==> config.mk <==
export PLATFORM = sky130hd
export DESIGN_NAME = relu_wb_seq
export DESIGN_NICKNAME = d
export VERILOG_FILES = /design/src/rtl/relu_wb_seq.sv
export SDC_FILE = /design/constraint.sdc
export NUM_CORES = 1
export LEC_CHECK = 0
export CAP_MARGIN = 10
export CORE_MARGIN = 2
export CORE_UTILIZATION = 40
export DETAILED_ROUTE_END_ITERATION = 10
export GPL_TIMING_DRIVEN = 1
export PLACE_DENSITY = 0.73
export SLEW_MARGIN = 20
export SYNTH_ARGS = -nofsm -noshare
export SYNTH_HDL_FRONTEND = slang
export SYNTH_SLANG_ARGS = --single-unit
export TNS_END_PERCENT = 1
==> constraint.sdc <==
create_clock -name clk -period 2.4 [get_ports clk]
set_input_delay 0.24 -clock clk [delete_from_list [all_inputs] [get_ports clk]]
set_output_delay 0.24 -clock clk [all_outputs]
set_load 0.005 [all_outputs]
==> src/rtl/relu_wb_seq.sv <==
// ---------------------------------------------------------------------------
// relu_wb_seq
//
// Sequencer for the ReLU memory write-back instruction of the HWPE
// coprocessor. After an accepted start pulse it visits PE0..PE(N_PE-1) in
// order. For each PE it:
//   1. strobes one accumulator register read (READ),
//   2. captures the read data one cycle later and applies ReLU (WAIT),
//   3. holds one memory write request until the valid/ready handshake
//      completes (WRITE).
// After the last PE has been written it emits a one-cycle done pulse (DONE).
// The done pulse drives the delayed EAI response of non-immediate
// instructions.
//
// Optional build macro:
//   RELU_WB_SAT_EN - when defined, post-ReLU values above 255 are clamped
//                    to 255, so the written data is an 8-bit activation.
//                    When undefined, positive values pass unchanged.
//
// Ports:
//   clk           - clock, all logic on the rising edge
//   rst           - synchronous active-high reset
//   start         - one-cycle start pulse from the decoder
//   abort         - instruction reset; cancels any operation
//   acc_id        - accumulator register to dump, sampled on accepted start
//   base_addr     - byte address of the PE0 result, sampled on accepted start
//   acc_ren       - accumulator read strobe
//   acc_r_acc_id  - accumulator index for the read
//   acc_r_pe_id   - PE index for the read
//   acc_rd        - accumulator read data, valid one cycle after acc_ren
//   mem_req_valid - memory write request valid
//   mem_req_ready - memory write request accepted
//   mem_addr      - write byte address
//   mem_wdata     - write data (post-ReLU)
//   busy          - high whenever the sequencer is not idle
//   done          - one-cycle completion pulse
//   err           - one-cycle pulse when start arrives while busy
// ---------------------------------------------------------------------------
module relu_wb_seq #(
    parameter int N_PE        = 16,
    parameter int PE_ID_W     = 4,
    parameter int ACC_ID_W    = 3,
    parameter int DATA_W      = 32,
    parameter int ADDR_STRIDE = 4
) (
    input  logic                clk,
    input  logic                rst,
    input  logic                start,
    input  logic                abort,
    input  logic [ACC_ID_W-1:0] acc_id,
    input  logic [31:0]         base_addr,
    output logic                acc_ren,
    output logic [ACC_ID_W-1:0] acc_r_acc_id,
    output logic [PE_ID_W-1:0]  acc_r_pe_id,
    input  logic [DATA_W-1:0]   acc_rd,
    output logic                mem_req_valid,
    input  logic                mem_req_ready,
    output logic [31:0]         mem_addr,
    output logic [DATA_W-1:0]   mem_wdata,
    output logic                busy,
    output logic                done,
    output logic                err
);

    typedef enum logic [2:0] {
        S_IDLE  = 3'd0,
        S_READ  = 3'd1,
        S_WAIT  = 3'd2,
        S_WRITE = 3'd3,
        S_DONE  = 3'd4
    } state_t;

    localparam logic [PE_ID_W-1:0] LAST_PE = PE_ID_W'(N_PE - 1);

    state_t                state_r;
    logic [PE_ID_W-1:0]    pe_cnt_r;
    logic [ACC_ID_W-1:0]   acc_id_q_r;
    logic [31:0]           base_q_r;
    logic [DATA_W-1:0]     data_q_r;
    logic [31:0]           addr_r;
    logic                  err_r;

    // ReLU on a two's-complement accumulator value, with optional 8-bit clamp.
    function automatic logic [DATA_W-1:0] relu_fn(input logic [DATA_W-1:0] v);
        logic [DATA_W-1:0] r;
        if (v[DATA_W-1]) begin
            r = {DATA_W{1'b0}};
        end else begin
            r = v;
        end
`ifdef RELU_WB_SAT_EN
        if (r > DATA_W'(255)) begin
            r = DATA_W'(255);
        end else begin
            r = r;
        end
`endif
        return r;
    endfunction

    // Main sequencer: state, PE counter, latched operands, write data/address.
    always_ff @(posedge clk) begin
        if (rst) begin
            state_r    <= S_IDLE;
            pe_cnt_r   <= {PE_ID_W{1'b0}};
            acc_id_q_r <= {ACC_ID_W{1'b0}};
            base_q_r   <= 32'h0000_0000;
            data_q_r   <= {DATA_W{1'b0}};
            addr_r     <= 32'h0000_0000;
            err_r      <= 1'b0;
        end else begin
            // A start that arrives outside IDLE (DONE included) is dropped and
            // flagged; abort wins over start so a simultaneous pair is silent.
            err_r <= start && !abort && (state_r != S_IDLE);

            if (abort) begin
                state_r <= S_IDLE;
            end else begin
                case (state_r)
                    S_IDLE: begin
                        if (start) begin
                            acc_id_q_r <= acc_id;
                            base_q_r   <= base_addr;
                            pe_cnt_r   <= {PE_ID_W{1'b0}};
                            state_r    <= S_READ;
                        end else begin
                            state_r <= S_IDLE;
                        end
                    end
                    S_READ: begin
                        state_r <= S_WAIT;
                    end
                    S_WAIT: begin
                        // acc_rd is valid in this cycle only; the address is
                        // prepared here so the request is fully registered.
                        data_q_r <= relu_fn(acc_rd);
                        addr_r   <= base_q_r + (32'(pe_cnt_r) * 32'(ADDR_STRIDE));
                        state_r  <= S_WRITE;
                    end
                    S_WRITE: begin
                        if (mem_req_ready) begin
                            if (pe_cnt_r == LAST_PE) begin
                                state_r <= S_DONE;
                            end else begin
                                pe_cnt_r <= pe_cnt_r + PE_ID_W'(1);
                                state_r  <= S_READ;
                            end
                        end else begin
                            state_r <= S_WRITE;
                        end
                    end
                    S_DONE: begin
                        state_r <= S_IDLE;
                    end
                    default: begin
                        state_r <= S_IDLE;
                    end
                endcase
            end
        end
    end

    // Strobes are pure decodes of the registered state, so no input reaches
    // an output without passing through a flop.
    assign acc_ren       = (state_r == S_READ);
    assign mem_req_valid = (state_r == S_WRITE);
    assign done          = (state_r == S_DONE);
    assign busy          = (state_r != S_IDLE);

    assign acc_r_pe_id   = pe_cnt_r;
    assign acc_r_acc_id  = acc_id_q_r;
    assign mem_addr      = addr_r;
    assign mem_wdata     = data_q_r;
    assign err           = err_r;

endmodule

==> key figures <==
Outcome
  • Run status: finished, final reports clean

CTS
  • H-Tree Depth: 3
  • CTS buffer count: 9
  • Resized cells post-CTS: 0
  • CTS tree: done
  • Postcts setup bufs: 0
  • CTS max path bufs: 2
  • Clk_lat worst skew: 0.34 ns
  • Root buf cell: clkbuf_16
  • Worst-path clk slew: 0.07 ns
  • CTS Hold Bufs: 0
  • # clock sinks: 106

Finish
  • Antenna diodes: 0
  • Area delta synth->final: 40.8%
  • Share of layout cells above drive strength 1: 0.0922
  • Commonest cells after routing, fill and taps aside: clkdlybuf4s50_1 (145), nand2_1 (120), dfxtp_1 (106), a21oi_1 (74), nand3b_1 (32)
  • Final Cell Area: 6600 sq um
  • Commonest non-fill, non-tap cell in the layout: clkdlybuf4s50_1
  • # nets final: 756

Timing
  • RSZ-0062 raised after global routing: yes
  • Hold Fails Final Rpt: 0
  • Fmax: 0.433 GHz
  • Number of setup violations in the final report: 0
  • Setup ws final: about 0.09 ns
  • Max-slew headroom: 0.460
  • Slew Limit Fails: 0
  • Clock skew: 0.00594 ns
  • Period Utilization, post-route: 0.963
  • Minimum clock period: 2.31 ns
  • Fin Setup TNS: 0 ns
  • Worst slew pin tran: 0.808 ns

Detailed routing
  • Post-route DRC: 0
  • Drt pass-1 iters: 4
  • Final ANT Viol Nets: 0
  • WL/cell: 15.1 um
  • Detailed Route Iter0 Violations: 242
  • Vias/cell: 5.26
  • Via Count: 4344
  • WL final: 12.5 mm

GRT
  • First-pass GRT wire length: 20.5 mm
  • Initial antenna violation count: 0
  • Total gr overflow: 0
  • Largest net degree at the start of global routing: between 50 and 60
  • Gr usage total: 0.198
  • Vias in the first global route: ~4200

Critical path
  • Crit-path cells: ha_1 -> inv_1 -> fa_1 -> nor2b_1 -> o21ai_1 -> buf_4 -> a2111oi_2 -> xnor2_1 -> a211oi_2
  • CP peak stage delay: 0.41 ns
  • Worst EP required: 2.67 ns
  • CP max FO: 8
  • Critical Setup Path Class: reg -> reg
  • Worst Setup Start Kind: flip-flop
  • Worst Path Arrival: approximately 2.6 ns
  • Largest delay contributor family on the critical path: compound AO/OA/AOI/OAI gates
  • Slowest cell on the critical path: a2111oi_2
  • Number of buffers and inverters on the critical path: 2
  • CP Capture Type: flip-flop

Power and ir drop
  • Power share of the combinational group: 0.092
  • Leakage: 2.09 nW
  • Cell Pwr Density: 548 nW/um^2
  • Flop pwr share: 0.507
  • Worst vdd ir: 0.396 mV
  • Clock power share: 0.401
  • Internal power: around 2.8 mW
  • Switching share of power: 0.227
  • Switching power: roughly 0.8 mW

Die
  • Core ar.: 11400 sq um
  • Die footprint: 12600 sq um
  • # rows: 39
  • Initial Util: 0.411
  • IO Count: 148
  • Die Ht: 112 um
  • DIE WIDTH: 112 um

Yosys
  • Sequential share of the synthesized area: 0.453
  • Mapped Nets: 628
  • Post-synth EDFFs: 0
  • Unique masters post-synth: 51
  • Mapped cell area: 4690 sq um
  • Flops & latches, synth: 106
  • Cells after Synth: 550
  • Yosys warnings: 0
  • Synthesized area per cell: 8.52 sq um
  • Async SR Flop Fraction: 0
  • Ys flop type: dfxtp_1

Hold path
  • HP Class: in -> reg

Placement
  • IO Port Bufs: ~150
  • Area of placed instances: 6310 sq um
  • Dpl hpwl: 8.78 mm
  • Pre-CTS setup slack: 0.0867 ns
  • GP Congestion: 0.788

Run
  • Max Cap Violations: 0
-- final cells by class --
cell class / instances / area, sq um
multi-input combinational: 391 / 2350
timing repair buffer: 162 / 1630
clock inverter: 6 / 57.6
sequential: 106 / 2120
inverter: 8 / 30.0
clock buffer: 10 / 229
fill: 1042 / 4820
tap: 143 / 179
-- cells by family (layout without fill, tap and decap cells) --
| family | count (synthesis) | in the layout | synth area share |
|---|---|---|---|
| compound gates | 125 | 125 | 0.175 |
| xor+xnor | 27 | 27 | 0.0504 |
| fa+ha+maj | 6 | 6 | 0.0176 |
| buf+inv | 53 | 186 | 0.0475 |
| flops | 106 | 106 | 0.453 |
| other cells | 1 | 1 | 0.000800 |
| simple gates | 232 | 232 | 0.256 |
-- path summary, 6_finish.rpt --
kind,start,cells after the start,slack [ns],endpoint
hold / removal,rst,2,0.39,mem_addr[0]
setup reg to reg,acc_r_pe_id[0],9,0.09,mem_addr[28]
setup / recovery,acc_r_pe_id[0],9,0.09,mem_addr[28]
hold reg to reg,mem_wdata[29],2,0.45,mem_wdata[29]
-- cell usage after synthesis (2+ instances only) --
cell       number  area share
nand2_1       120       0.096
dfxtp_1       106        0.45
a21oi_1        75       0.080
clkbuf_1       36       0.029
nand3b_1       32       0.051
nor2_1         30       0.024
xnor2_1        27       0.050
a211oi_1       22       0.035
a211oi_2        9       0.024
nand3_1         9      0.0096
inv_1           8      0.0064
ha_1            5       0.013
nor3_1          5      0.0053
a2111oi_2       4       0.013
buf_2           4      0.0043
nor3b_1         4      0.0064
o21ai_0         4      0.0043
and4_2          3      0.0064
nor2b_1         3      0.0040
nor4_1          3      0.0040
nor4b_1         3      0.0056
a2111oi_0       2      0.0037
a211o_1         2      0.0037
and3_1          2      0.0027
buf_1           2      0.0016
buf_6           2      0.0048
nor3_2          2      0.0043
nor4_2          2      0.0053
nor4b_2         2      0.0064
-- worst reg2reg max path, cell delays in order (launching register included) --
cell       delay, ns
dfxtp_1         0.34
ha_1            0.21
inv_1           0.07
fa_1            0.40
nor2b_1         0.14
o21ai_1         0.12
buf_4           0.21
a2111oi_2       0.41
xnor2_1         0.13
a211oi_2        0.21
-- stage by stage --
stage / utilization / power, mW / hold WS, ns / instances
finish: 0.578 / 3.62 / 0.394 / 826
global placement: 0.553 / 2.20 / 0.438 / 810
detailed placement: 0.553 / 2.21 / 0.442 / 810
CTS: 0.578 / 3.66 / 0.378 / 826
floorplan: - / 2.01 / 0.359 / 550
global route: 0.578 / 3.77 / 0.414 / 826
-- routing by layer --
metal  track usage  up-vias  share of wire
met2         0.310      143           0.45
met1         0.239     2030           0.43
met4        0.0829        0          0.026
li1              -     2147              -
met3        0.0875       24           0.10
met5             0        -              0
-- state kept, by name, indices dropped and copies added (netlist names) --
signal and flops:
base_q_r 32, state_r 3, mem_addr 32, acc_r_pe_id 4, err 1, mem_wdata 31
acc_r_acc_id 3
-- power groups by stage --
| stage | Combinational [mW] | Clock, mW | Sequential [mW] |
|---|---|---|---|
| floorplan | 0.144 | 0 | 1.87 |
| global placement | 0.327 | 0 | 1.87 |
| detailed placement | 0.334 | 0 | 1.88 |
| CTS | 0.336 | 1.49 | 1.83 |
| global route | 0.363 | 1.56 | 1.84 |
| finish | 0.333 | 1.45 | 1.83 |
Note: power is estimated with default switching activity, not from simulation.
